`config.mk`:
```
export PLATFORM = sky130hd
export DESIGN_NAME = tlul_mem_device
export DESIGN_NICKNAME = d
export VERILOG_FILES = /design/src/rtl/tlul_mem_device.sv
export SDC_FILE = /design/constraint.sdc
export NUM_CORES = 1
export LEC_CHECK = 0
export CORE_MARGIN = 1.5
export CORE_UTILIZATION = 45
export DETAILED_ROUTE_END_ITERATION = 10
export PLACE_DENSITY = 0.62
export SYNTH_ARGS = -nofsm -noshare
export SYNTH_HDL_FRONTEND = slang
export SYNTH_SLANG_ARGS = --single-unit
```
`constraint.sdc`:
```
create_clock -name clk -period 23 [get_ports clk]
set_input_delay 5.75 -clock clk [delete_from_list [all_inputs] [get_ports clk]]
set_output_delay 5.75 -clock clk [all_outputs]
set_load 0.005 [all_outputs]
```
`src/rtl/tlul_mem_device.sv`:
```
// TL-UL single-cycle memory device: DEPTH x 32-bit words with byte-masked writes.
// Define TLUL_MEM_DEVICE_ERR_EN to report request errors on d_error.
package tlul_pkg;
  typedef struct packed {
    logic        a_valid;
    logic [2:0]  a_opcode;
    logic [2:0]  a_param;
    logic [1:0]  a_size;
    logic [7:0]  a_source;
    logic [31:0] a_address;
    logic [3:0]  a_mask;
    logic [31:0] a_data;
    logic [15:0] a_user;
    logic        d_ready;
  } tl_h2d_t;

  typedef struct packed {
    logic        d_valid;
    logic [2:0]  d_opcode;
    logic [2:0]  d_param;
    logic [1:0]  d_size;
    logic [7:0]  d_source;
    logic        d_sink;
    logic [31:0] d_data;
    logic [15:0] d_user;
    logic        d_error;
    logic        a_ready;
  } tl_d2h_t;
endpackage

module tlul_mem_device #(
  parameter int unsigned DEPTH     = 16,
  parameter logic [31:0] BASE_ADDR = 32'h0
) (
  input  logic              clk,
  input  logic              rst,
  input  tlul_pkg::tl_h2d_t tl_i,
  output tlul_pkg::tl_d2h_t tl_o
);

  localparam int unsigned IW       = $clog2(DEPTH);
  localparam logic [2:0]  PUT_FULL = 3'd0;
  localparam logic [2:0]  PUT_PART = 3'd1;
  localparam logic [2:0]  GET      = 3'd4;
  localparam logic [2:0]  ACK      = 3'd0;
  localparam logic [2:0]  ACK_DATA = 3'd1;

  typedef enum logic {IDLE, RSP} state_e;

  function automatic logic misaligned(input logic [1:0] size, input logic [1:0] lsb);
    case (size)
      2'd0:    misaligned = 1'b0;
      2'd1:    misaligned = lsb[0];
      default: misaligned = |lsb;
    endcase
  endfunction

  // Mask a PutFullData must carry to cover exactly the addressed bytes.
  function automatic logic [3:0] size_mask(input logic [1:0] size, input logic [1:0] lsb);
    case (size)
      2'd0:    size_mask = 4'b0001 << lsb;
      2'd1:    size_mask = 4'b0011 << lsb;
      default: size_mask = 4'b1111;
    endcase
  endfunction

  state_e      state;
  logic        vld_p1;
  logic [2:0]  op_p1;
  logic [1:0]  size_p1;
  logic [7:0]  src_p1;
  logic [31:0] data_p1;
  logic        err_p1;
  logic [31:0] mem [DEPTH];

  // p0: request decode and error classification
  logic          a_ready;
  logic          acc_p0;
  logic [31:0]   off_p0;
  logic [IW-1:0] idx_p0;
  logic          in_range_p0;
  logic          is_get_p0;
  logic          is_put_p0;
  logic          err_p0;
  logic          err_rsp_p0;
  logic [2:0]    op_p0;
  logic [31:0]   data_p0;
  logic          unused_p0;

  assign a_ready     = !vld_p1 || tl_i.d_ready;
  assign acc_p0      = tl_i.a_valid && a_ready;
  assign off_p0      = tl_i.a_address - BASE_ADDR;
  assign idx_p0      = off_p0[IW+1:2];
  assign in_range_p0 = (off_p0 >> (IW + 2)) == 32'd0;
  assign is_get_p0   = tl_i.a_opcode == GET;
  assign is_put_p0   = (tl_i.a_opcode == PUT_FULL) || (tl_i.a_opcode == PUT_PART);
  assign err_p0      = !(is_get_p0 || is_put_p0) || !in_range_p0 || (tl_i.a_size == 2'd3)
                     || misaligned(tl_i.a_size, off_p0[1:0])
                     || ((tl_i.a_opcode == PUT_FULL)
                         && (tl_i.a_mask != size_mask(tl_i.a_size, off_p0[1:0])))
                     || (is_put_p0 && (tl_i.a_mask == 4'h0));
  assign op_p0       = is_get_p0 ? ACK_DATA : ACK;
  assign data_p0     = (is_get_p0 && !err_p0) ? mem[idx_p0] : 32'h0;
  assign unused_p0   = ^{tl_i.a_param, tl_i.a_user};

`ifdef TLUL_MEM_DEVICE_ERR_EN
  assign err_rsp_p0 = err_p0;
`else
  assign err_rsp_p0 = 1'b0;
`endif

  always_ff @(posedge clk or posedge rst) begin
    if (rst) begin
      for (int i = 0; i < int'(DEPTH); i++) mem[i] <= 32'h0;
    end else if (acc_p0 && is_put_p0 && !err_p0) begin
      for (int b = 0; b < 4; b++) begin
        if (tl_i.a_mask[b]) mem[idx_p0][8*b +: 8] <= tl_i.a_data[8*b +: 8];
      end
    end
  end

  // p1: registered D-channel response, held until handshake
  always_ff @(posedge clk or posedge rst) begin
    if (rst) begin
      state   <= IDLE;
      vld_p1  <= 1'b0;
      op_p1   <= 3'd0;
      size_p1 <= 2'd0;
      src_p1  <= 8'd0;
      data_p1 <= 32'h0;
      err_p1  <= 1'b0;
    end else begin
      case (state)
        IDLE: begin
          if (acc_p0) begin
            state   <= RSP;
            vld_p1  <= 1'b1;
            op_p1   <= op_p0;
            size_p1 <= tl_i.a_size;
            src_p1  <= tl_i.a_source;
            data_p1 <= data_p0;
            err_p1  <= err_rsp_p0;
          end
        end
        RSP: begin
          if (acc_p0) begin
            vld_p1  <= 1'b1;
            op_p1   <= op_p0;
            size_p1 <= tl_i.a_size;
            src_p1  <= tl_i.a_source;
            data_p1 <= data_p0;
            err_p1  <= err_rsp_p0;
          end else if (tl_i.d_ready) begin
            state  <= IDLE;
            vld_p1 <= 1'b0;
          end
        end
        default: begin
          state  <= IDLE;
          vld_p1 <= 1'b0;
        end
      endcase
    end
  end

  assign tl_o = '{d_valid:  vld_p1,
                  d_opcode: op_p1,
                  d_param:  3'd0,
                  d_size:   size_p1,
                  d_source: src_p1,
                  d_sink:   1'b0,
                  d_data:   data_p1,
                  d_user:   16'd0,
                  d_error:  err_p1,
                  a_ready:  a_ready};

endmodule

```
### After elaboration in Yosys (flattened, before gate mapping)

Index checks and enable logic that the tools add are counted.

| word-level totals | value |
|---|---|
| input bits | 104 |
| logic and storage cells | 100 |
| output and inout port bits | 68 |
| register bits after elaboration | 560 |

| cells by class | value |
|---|---|
| magnitude comparators | 2 |
| shift-type cells | 2 |
| equal/unequal tests | 7 |
| reduce and logical (&&, ||, !) cells | 25 |
| bitwise operators | 2 |
| mux-type cells | 39 |

Operators with widths:

| cell | number |
|---|---|
| two-way mux 512 bit | 7 |
| bitwise mux 512 bit | 4 |
| demux 32 bit (select 4 bit) | 4 |
| two-way mux 32 bit | 5 |
| binary-select mux 32 bit (select 4 bit) | 1 |
| logical NOT 32 bit | 1 |
| two-way mux 24 bit | 1 |
| two-way mux 16 bit | 1 |
| two-way mux 8 bit | 2 |
| logical OR 1 bit | 8 |
| two-way mux 1 bit | 8 |
| one-hot mux 4 bit (2 select lines) | 1 |
| logical AND 1 bit | 7 |
| one-hot mux 1 bit (2 select lines) | 3 |
| >= comparator 5 bit (second input constant) | 1 |
| < comparator 5 x 1 -> 1 bit (second input constant) | 1 |
| NOT 4 -> 5 bit | 1 |
| logical NOT 1 bit | 4 |
| logical NOT 4 bit | 1 |
| != test 4 bit | 1 |
| << shifter 1 x 2 -> 4 bit (first input constant) | 1 |
| << shifter 2 x 2 -> 4 bit (first input constant) | 1 |
| equality test 3 x 1 -> 1 bit (second input constant) | 1 |
| equality test 3 bit (second input constant) | 1 |
| other kinds (11) | 11 |

### Longest topological paths before layout

Gate-level depths: netlist of run 1.

| logic depth | value |
|---|---|
| depth in word-level cells | 20 |
| depth in mapped cells | 10 |
| mapped depth without buffers | 6 |

### Worst setup path after synthesis of run 1

OpenSTA, ideal clock, no wires.

| timing path | value |
|---|---|
| path kind | input to output |
| start | input tl_i[0] in the netlist's numbering |
| end | output tl_o[0] in the netlist's numbering |
| data arrival time | 6.011 ns |
| stages | 2 |
| path buffers | 1 |
| setup slack | 11.239 ns |
| required time | 17.250 ns |
| path through | nand2b_1 > buf_4 |

RTL lines:

| item | RTL line | source |
|---|---|---|
| start, declared | 37 | `input tlul_pkg::tl_h2d_t tl_i,` |
| end, declared | 38 | `output tlul_pkg::tl_d2h_t tl_o` |

==> results.py, run 1 <==
metrics = {
    "clock_network": {
        "path_clk_slew_ns": 0.06,
        "worstSkewPairLatency_ns": 0.61,
        "numCtsBuffers": 59,
        "hold_buffers": 0,
        "cts_tree": "done",
        "cts_setup_buffers": 0,
        "clock-root-buffer": "clkbuf_16",
        "clock-sinks": 557,
        "ctsResizeCount": 0,
        "cts.path.max_buffers": 3,
        "cts_max_level": 2,
    },
    "sta": {
        "slew_viol_final": 0,
        "min_period_over_period": 0.550,
        "hold_viol_final": 0,
        "period_minus_slack_ns": 12.64,
        "fin_ws_ns": 10.36,
        "slew_headroom": 0.178,
        "final.setup_skew_ns": 0.00811,
        "max_freq_mhz": 79.1,
        "setup_viol": 0,
        "fin_worst_hold_slack_ns": 0.474,
        "rsz0062_at_grt": "no",
        "worstMarginPinSlew_ns": 1.22,
        "tns_ns": 0,
    },
    "worst_setup_path": {
        "cp-start-kind": "input port",
        "crit_fanout": 3,
        "worstSetupEndpointType": "output port",
        "path_class": "in -> out",
        "arrival_ns": 6.89,
        "crit_required_ns": 17.25,
    },
    "power_and_ir_drop": {
        "leakage_nw": 14.4,
        "share_seq_of_total_power": 0.484,
        "p_comb_frac": 0.050,
        "powerDensity_nw_per_um2": 69.3,
        "switchingPower_mw": 0.449,
        "switching_share": 0.220,
        "internal-power_mw": 1.59,
        "p_total_mw": 2.04,
        "peakVddDrop_uv": 61.4,
        "p_clk_frac": 0.466,
    },
    "synthesis": {
        "synth_top_family_by_area": "multiplexers",
        "postSynthCellCount": 1615,
        "syn_area_um2": 25600,
        "synth_edf_count": 0,
        "synth_commonest_cells": "557 x dfrtp_1, 483 x mux2_2, 160 x mux4_2, 69 x clkbuf_1, 40 x nand2_1",
        "ys_seq_elements": 557,
        "synth_flop_cell": "dfrtp_1",
        "syn-mean-instance-area_um2": 15.9,
        "synth_top_area_cell": "dfrtp_1",
        "synth_top_area_share": 0.544,
        "synth_area_leaders": "dfrtp_1 54%, mux2_2 21%, mux4_2 14%",
        "synth_xor_area_frac": 0.000342,
        "synth.distinct_cells": 40,
        "async_flop_share": 1.00,
        "yosys.area_share.simple": 0.0457,
        "yosysWarnings": 0,
        "synth_most_common_cell": "dfrtp_1",
        "yosysSeqAreaShare": 0.544,
        "yosys-mux-area-fraction": 0.370,
        "synth_compound_area_frac": 0.0104,
        "synth_fa_ha_area_frac": 0,
    },
    "layout": {
        "final_net_count": 1822,
        "fillers": 4697,
        "multiInputGateArea_um2": 11000,
        "drive_above_1_share": 0.454,
        "antenna_cells": 0,
        "syn_to_final_growth_pct": 14.8,
        "seqCellArea_um2": 13900,
    },
    "floorplan": {
        "initial_core_util": 0.455,
        "core_um2": 56300,
        "die-area_um2": 58400,
        "fp.dieW_um": 242,
        "placementRows": 87,
        "ios": 172,
        "die_h_um": 242,
    },
    "placed_design": {
        "port_buffers": 129,
        "gp_congestion": 0.728,
        "post-place-ws_ns": 10.35,
        "post-dp-hpwl_um": 35400,
    },
    "grt": {
        "grtUsageTotal": 0.208,
        "antenna_found_initial": 2,
        "grt_first_pass_wirelength_um": 93000,
        "grt_max_degree": 141,
        "grt_pass1_vias": 15200,
        "grt-ovfl-total": 0,
    },
    "outcome": {
        "status": "complete, no violations",
    },
    "routing": {
        "wire_per_inst_um": 23.7,
        "ant_nets": 0,
        "viasPerCell": 5.71,
        "drc": 0,
        "drt-pass1-iter-count": 5,
        "drt_wl_total_um": 59500,
        "drtIter0Drc": 804,
        "vias": 14400,
    },
    "flow_run": {
        "cap_viol_max_count": 0,
    },
    "hold_path": {
        "hp-class": "reg -> reg",
    },
}
[critical path: stages]
cell	delay (ns)
clkdlybuf4s50_1	0.49
nand2b_1	0.15
clkdlybuf4s50_1	0.51
[cell usage in the layout, fill, tap and decap left out, drive strengths merged, types with 7 or more instances in the layout]
cell / synthesis / layout
conb: 1 / 23
nand4: 49 / 49
mux4: 160 / 160
nor4: 7 / 7
clkinv: 0 / 7
and3: 17 / 17
dfrtp: 557 / 557
mux2: 522 / 522
nand2: 40 / 40
o21ai: 35 / 35
nor3: 8 / 8
inv: 35 / 35
nand3: 16 / 16
clkdlybuf4s50: 0 / 125
clkbuf: 69 / 90
nor2: 16 / 16
buf: 57 / 21
[path summary, 6_finish.rpt]
check,startpoint,slack (ns),cells past startpoint,to
min,data_p1[11],0.47,2,data_p1[11]
min reg2reg,data_p1[11],0.47,2,data_p1[11]
max reg2reg,vld_p1,18.88,7,mem[131]
max,tl_i[0],10.36,3,tl_o[0]
max in group asynchronous,rst,14.16,5,mem[303]
min in group asynchronous,rst,5.67,2,data_p1[5]
[cells by family (layout without fill, tap and decap cells)]
family,after synthesis,after routing
other,1,23
xor gates and xnor gates,1,1
AOI/OAI and AO/OA,46,46
buffers and inverters,161,283
DFF,557,557
muxes,682,682
and+or+nand+nor,167,167
[power groups by stage]
stage	clock (mW)	combinational, mW	sequential, mW
finish	0.949	0.103	0.985
global placement	0	0.103	1.00
detailed placement	0	0.105	1.00
floorplan	0	0.0619	1.00
CTS	0.975	0.106	0.985
global route	1.02	0.114	0.985
[state kept, by name (all words and copies together) (netlist names)]
signal / count
mem: 512
data_p1: 32
src_p1: 8
size_p1: 2
op_p1: 1
state: 1
vld_p1: 1
[metrics by stage]
step | std cells | area (µm²) | util
finish | 2515 | 29400 | 0.523
global route | 2515 | 29400 | 0.523
CTS | 2515 | 29400 | 0.523
detailed placement | 2413 | 27500 | 0.488
global placement | 2413 | 27500 | 0.488
floorplan | 1637 | 25700 | -
[cell type report]
class | instances | area share
Sequential cell | 557 | 0.474
Clock buffer | 90 | 0.0614
Tap cell | 756 | 0.0322
Clock inverter | 12 | 0.00489
Multi-Input combinational cell | 919 | 0.375
Timing Repair Buffer | 146 | 0.0481
Inverter | 35 | 0.00472
[metal layers]
| metal | routed length, µm | GRT usage |
|---|---|---|
| met5 | 17 | 0 |
| met4 | 963 | 0.0425 |
| met3 | 2680 | 0.0394 |
| met2 | 29800 | 0.347 |
| met1 | 26000 | 0.286 |
Power figures use the tool's default switching activity.
==> run 2: changes to the inputs <==
PLACE_DENSITY = 0.64   (was 0.62)
clock period = 10.8 ns   (was 23 ns; I/O delays follow)
==> run 2 against run 1 <==
- critical path depth increased by 4
- core utilization decreased by 0.071 points
- first-iteration DRC count increased by 11%
- cell area decreased by 0.14%
- sequential power increased by 110%
- register-to-register slack got worse by 12 ns
- final cell count increased by 0.20%
- power increased by 110%
- critical path type is now in -> reg
- highest routed layer unchanged
==> results.py, run 2 (same netlist as run 1, synthesis figures left out) <==
metrics = {
    "sta": {
        "max_freq_mhz": 133,
        "rsz0062_at_grt": "no",
        "worstMarginPinSlew_ns": 1.23,
        "final.setup_skew_ns": 0.0162,
        "hold_viol_final": 0,
        "tns_ns": 0,
        "min_period_over_period": 0.697,
        "slew_viol_final": 0,
        "setup_viol": 0,
        "slew_headroom": 0.169,
        "period_minus_slack_ns": 7.53,
        "fin_ws_ns": 3.27,
    },
    "grt": {
        "grt_first_pass_wirelength_um": 92900,
        "grt-ovfl-total": 0,
        "grt_max_degree": 172,
        "grtUsageTotal": 0.207,
        "grt_pass1_vias": 15400,
        "antenna_found_initial": 2,
    },
    "power_and_ir_drop": {
        "share_seq_of_total_power": 0.489,
        "internal-power_mw": 3.34,
        "p_total_mw": 4.30,
        "p_clk_frac": 0.461,
        "switchingPower_mw": 0.956,
        "leakage_nw": 14.4,
        "p_comb_frac": 0.051,
        "powerDensity_nw_per_um2": 146,
        "peakVddDrop_uv": 141,
        "switching_share": 0.223,
    },
    "worst_setup_path": {
        "cp-start-kind": "input port",
        "worstSetupEndpointType": "flop",
        "critPathLaunch": "tl_i[49]",
        "r2r_setup_slack_ns": 6.72,
        "crit_required_ns": 11.28,
        "path_depth": 7,
        "cp_top_family": "compound AO/OA/AOI/OAI gates",
        "reg2reg_to": "mem[142]",
        "cpPeakStageDelay_ns": 1.09,
        "arrival_ns": 8.01,
        "crit_path_end": "mem[142]",
        "cp_cell_sequence": "clkdlybuf4s50_1, xnor2_1, or3_1, a311oi_2, o31a_2, nand4_1, mux2_2",
        "path_class": "in -> reg",
        "rr_startpoint": "vld_p1",
        "crit_fanout": 40,
        "crit_path_top_delay_cell": "o31a_2",
        "r2r.worst_path.cells": 7,
        "crit_buf_inv": 1,
    },
    "floorplan": {
        "placementRows": 87,
        "initial_core_util": 0.455,
        "die_h_um": 242,
        "core_um2": 56300,
        "fp.dieW_um": 242,
        "ios": 172,
        "die-area_um2": 58400,
    },
    "layout": {
        "final_area_um2": 29400,
        "fillers": 4699,
        "final_common_cell": "dfrtp_1",
        "largest_reg_flops": 512,
        "seqCellArea_um2": 13900,
        "syn_to_final_growth_pct": 14.7,
        "regMostFlops": "mem",
        "multiInputGateArea_um2": 11000,
        "drive_above_1_share": 0.450,
        "final_net_count": 1818,
        "reg_top3": "mem: 512 flops, data_p1: 32 flops, src_p1: 8 flops",
        "antenna_cells": 0,
        "final_cell_mix": "557 x dfrtp_1, 483 x mux2_2, 160 x mux4_2",
    },
    "clock_network": {
        "ctsResizeCount": 0,
        "clock-sinks": 557,
        "cts.path.max_buffers": 3,
        "clock-root-buffer": "clkbuf_16",
        "hold_buffers": 0,
        "cts_tree": "done",
        "cts_setup_buffers": 0,
        "path_clk_slew_ns": 0.06,
        "cts_max_level": 2,
        "worstSkewPairLatency_ns": 0.61,
        "numCtsBuffers": 59,
    },
    "routing": {
        "drc": 0,
        "viasPerCell": 5.68,
        "drt_wl_total_um": 58600,
        "drt-pass1-iter-count": 5,
        "ant_nets": 0,
        "wire_per_inst_um": 23.2,
        "vias": 14300,
        "drtIter0Drc": 895,
    },
    "placed_design": {
        "post-dp-hpwl_um": 34900,
        "port_buffers": 129,
        "post-place-ws_ns": 2.73,
        "place_area_um2": 27500,
        "gp_congestion": 0.716,
    },
    "flow_run": {
        "cap_viol_max_count": 0,
    },
    "hold_path": {
        "hp-class": "reg -> reg",
    },
    "outcome": {
        "status": "complete, no violations",
    },
}
run 2: cell count changes in the layout (fill, tap and decap cells not counted), sizes merged:
cell    previous run  this run
clkbuf            90        97
clkinv             7        10
bufinv             3         2
buf               21        17
run 2: layer usage:
layer / up-vias / track usage / routed length [µm]
met5: - / 0 / 25
met4: 4 / 0.0437 / 1090
met3: 85 / 0.0443 / 3200
met2: 331 / 0.341 / 28500
met1: 7652 / 0.284 / 25800
li1: 6246 / - / -
run 2: per-stage QoR:
stage	util	hold WS, ns	std cells
finish	0.522	0.474	2520
global route	0.522	0.495	2520
CTS	0.522	0.483	2520
detailed placement	0.488	0.470	2409
global placement	0.488	0.463	2409
floorplan	-	0.459	1637
run 2: area by class of cell:
| type | count | area share |
|---|---|---|
| clock buffer | 97 | 0.0606 |
| clock inverter | 14 | 0.00469 |
| inverter | 35 | 0.00460 |
| multi-input combinational | 919 | 0.375 |
| sequential | 557 | 0.475 |
| tap | 756 | 0.0322 |
| timing repair buffer | 142 | 0.0480 |
run 2: worst register-to-register path, stage by stage (launching register included):
cell	delay (ns)
dfrtp_1	0.38
nand2b_1	0.11
nand2_2	0.38
a2111oi_0	0.64
nor4b_2	0.31
buf_4	0.69
nand4_1	0.88
mux2_2	0.55
run 2: how the worst min path moves through the flow:
stage                            from          end  depth (start not counted)
final                     data_p1[10]  data_p1[10]                          2
after global placement    data_p1[10]  data_p1[10]                          2
after floorplan              mem[288]     mem[288]                          1
after global routing       data_p1[5]   data_p1[5]                          2
after detailed placement   data_p1[9]   data_p1[9]                          2
after CTS                  data_p1[9]   data_p1[9]                          2
run 2: power groups by stage:
| stage | sequential, mW | combinational, mW | clock (mW) |
|---|---|---|---|
| floorplan | 2.14 | 0.132 | 0 |
| global placement | 2.14 | 0.218 | 0 |
| detailed placement | 2.14 | 0.222 | 0 |
| CTS | 2.10 | 0.223 | 2.04 |
| global route | 2.10 | 0.241 | 2.14 |
| finish | 2.10 | 0.217 | 1.98 |
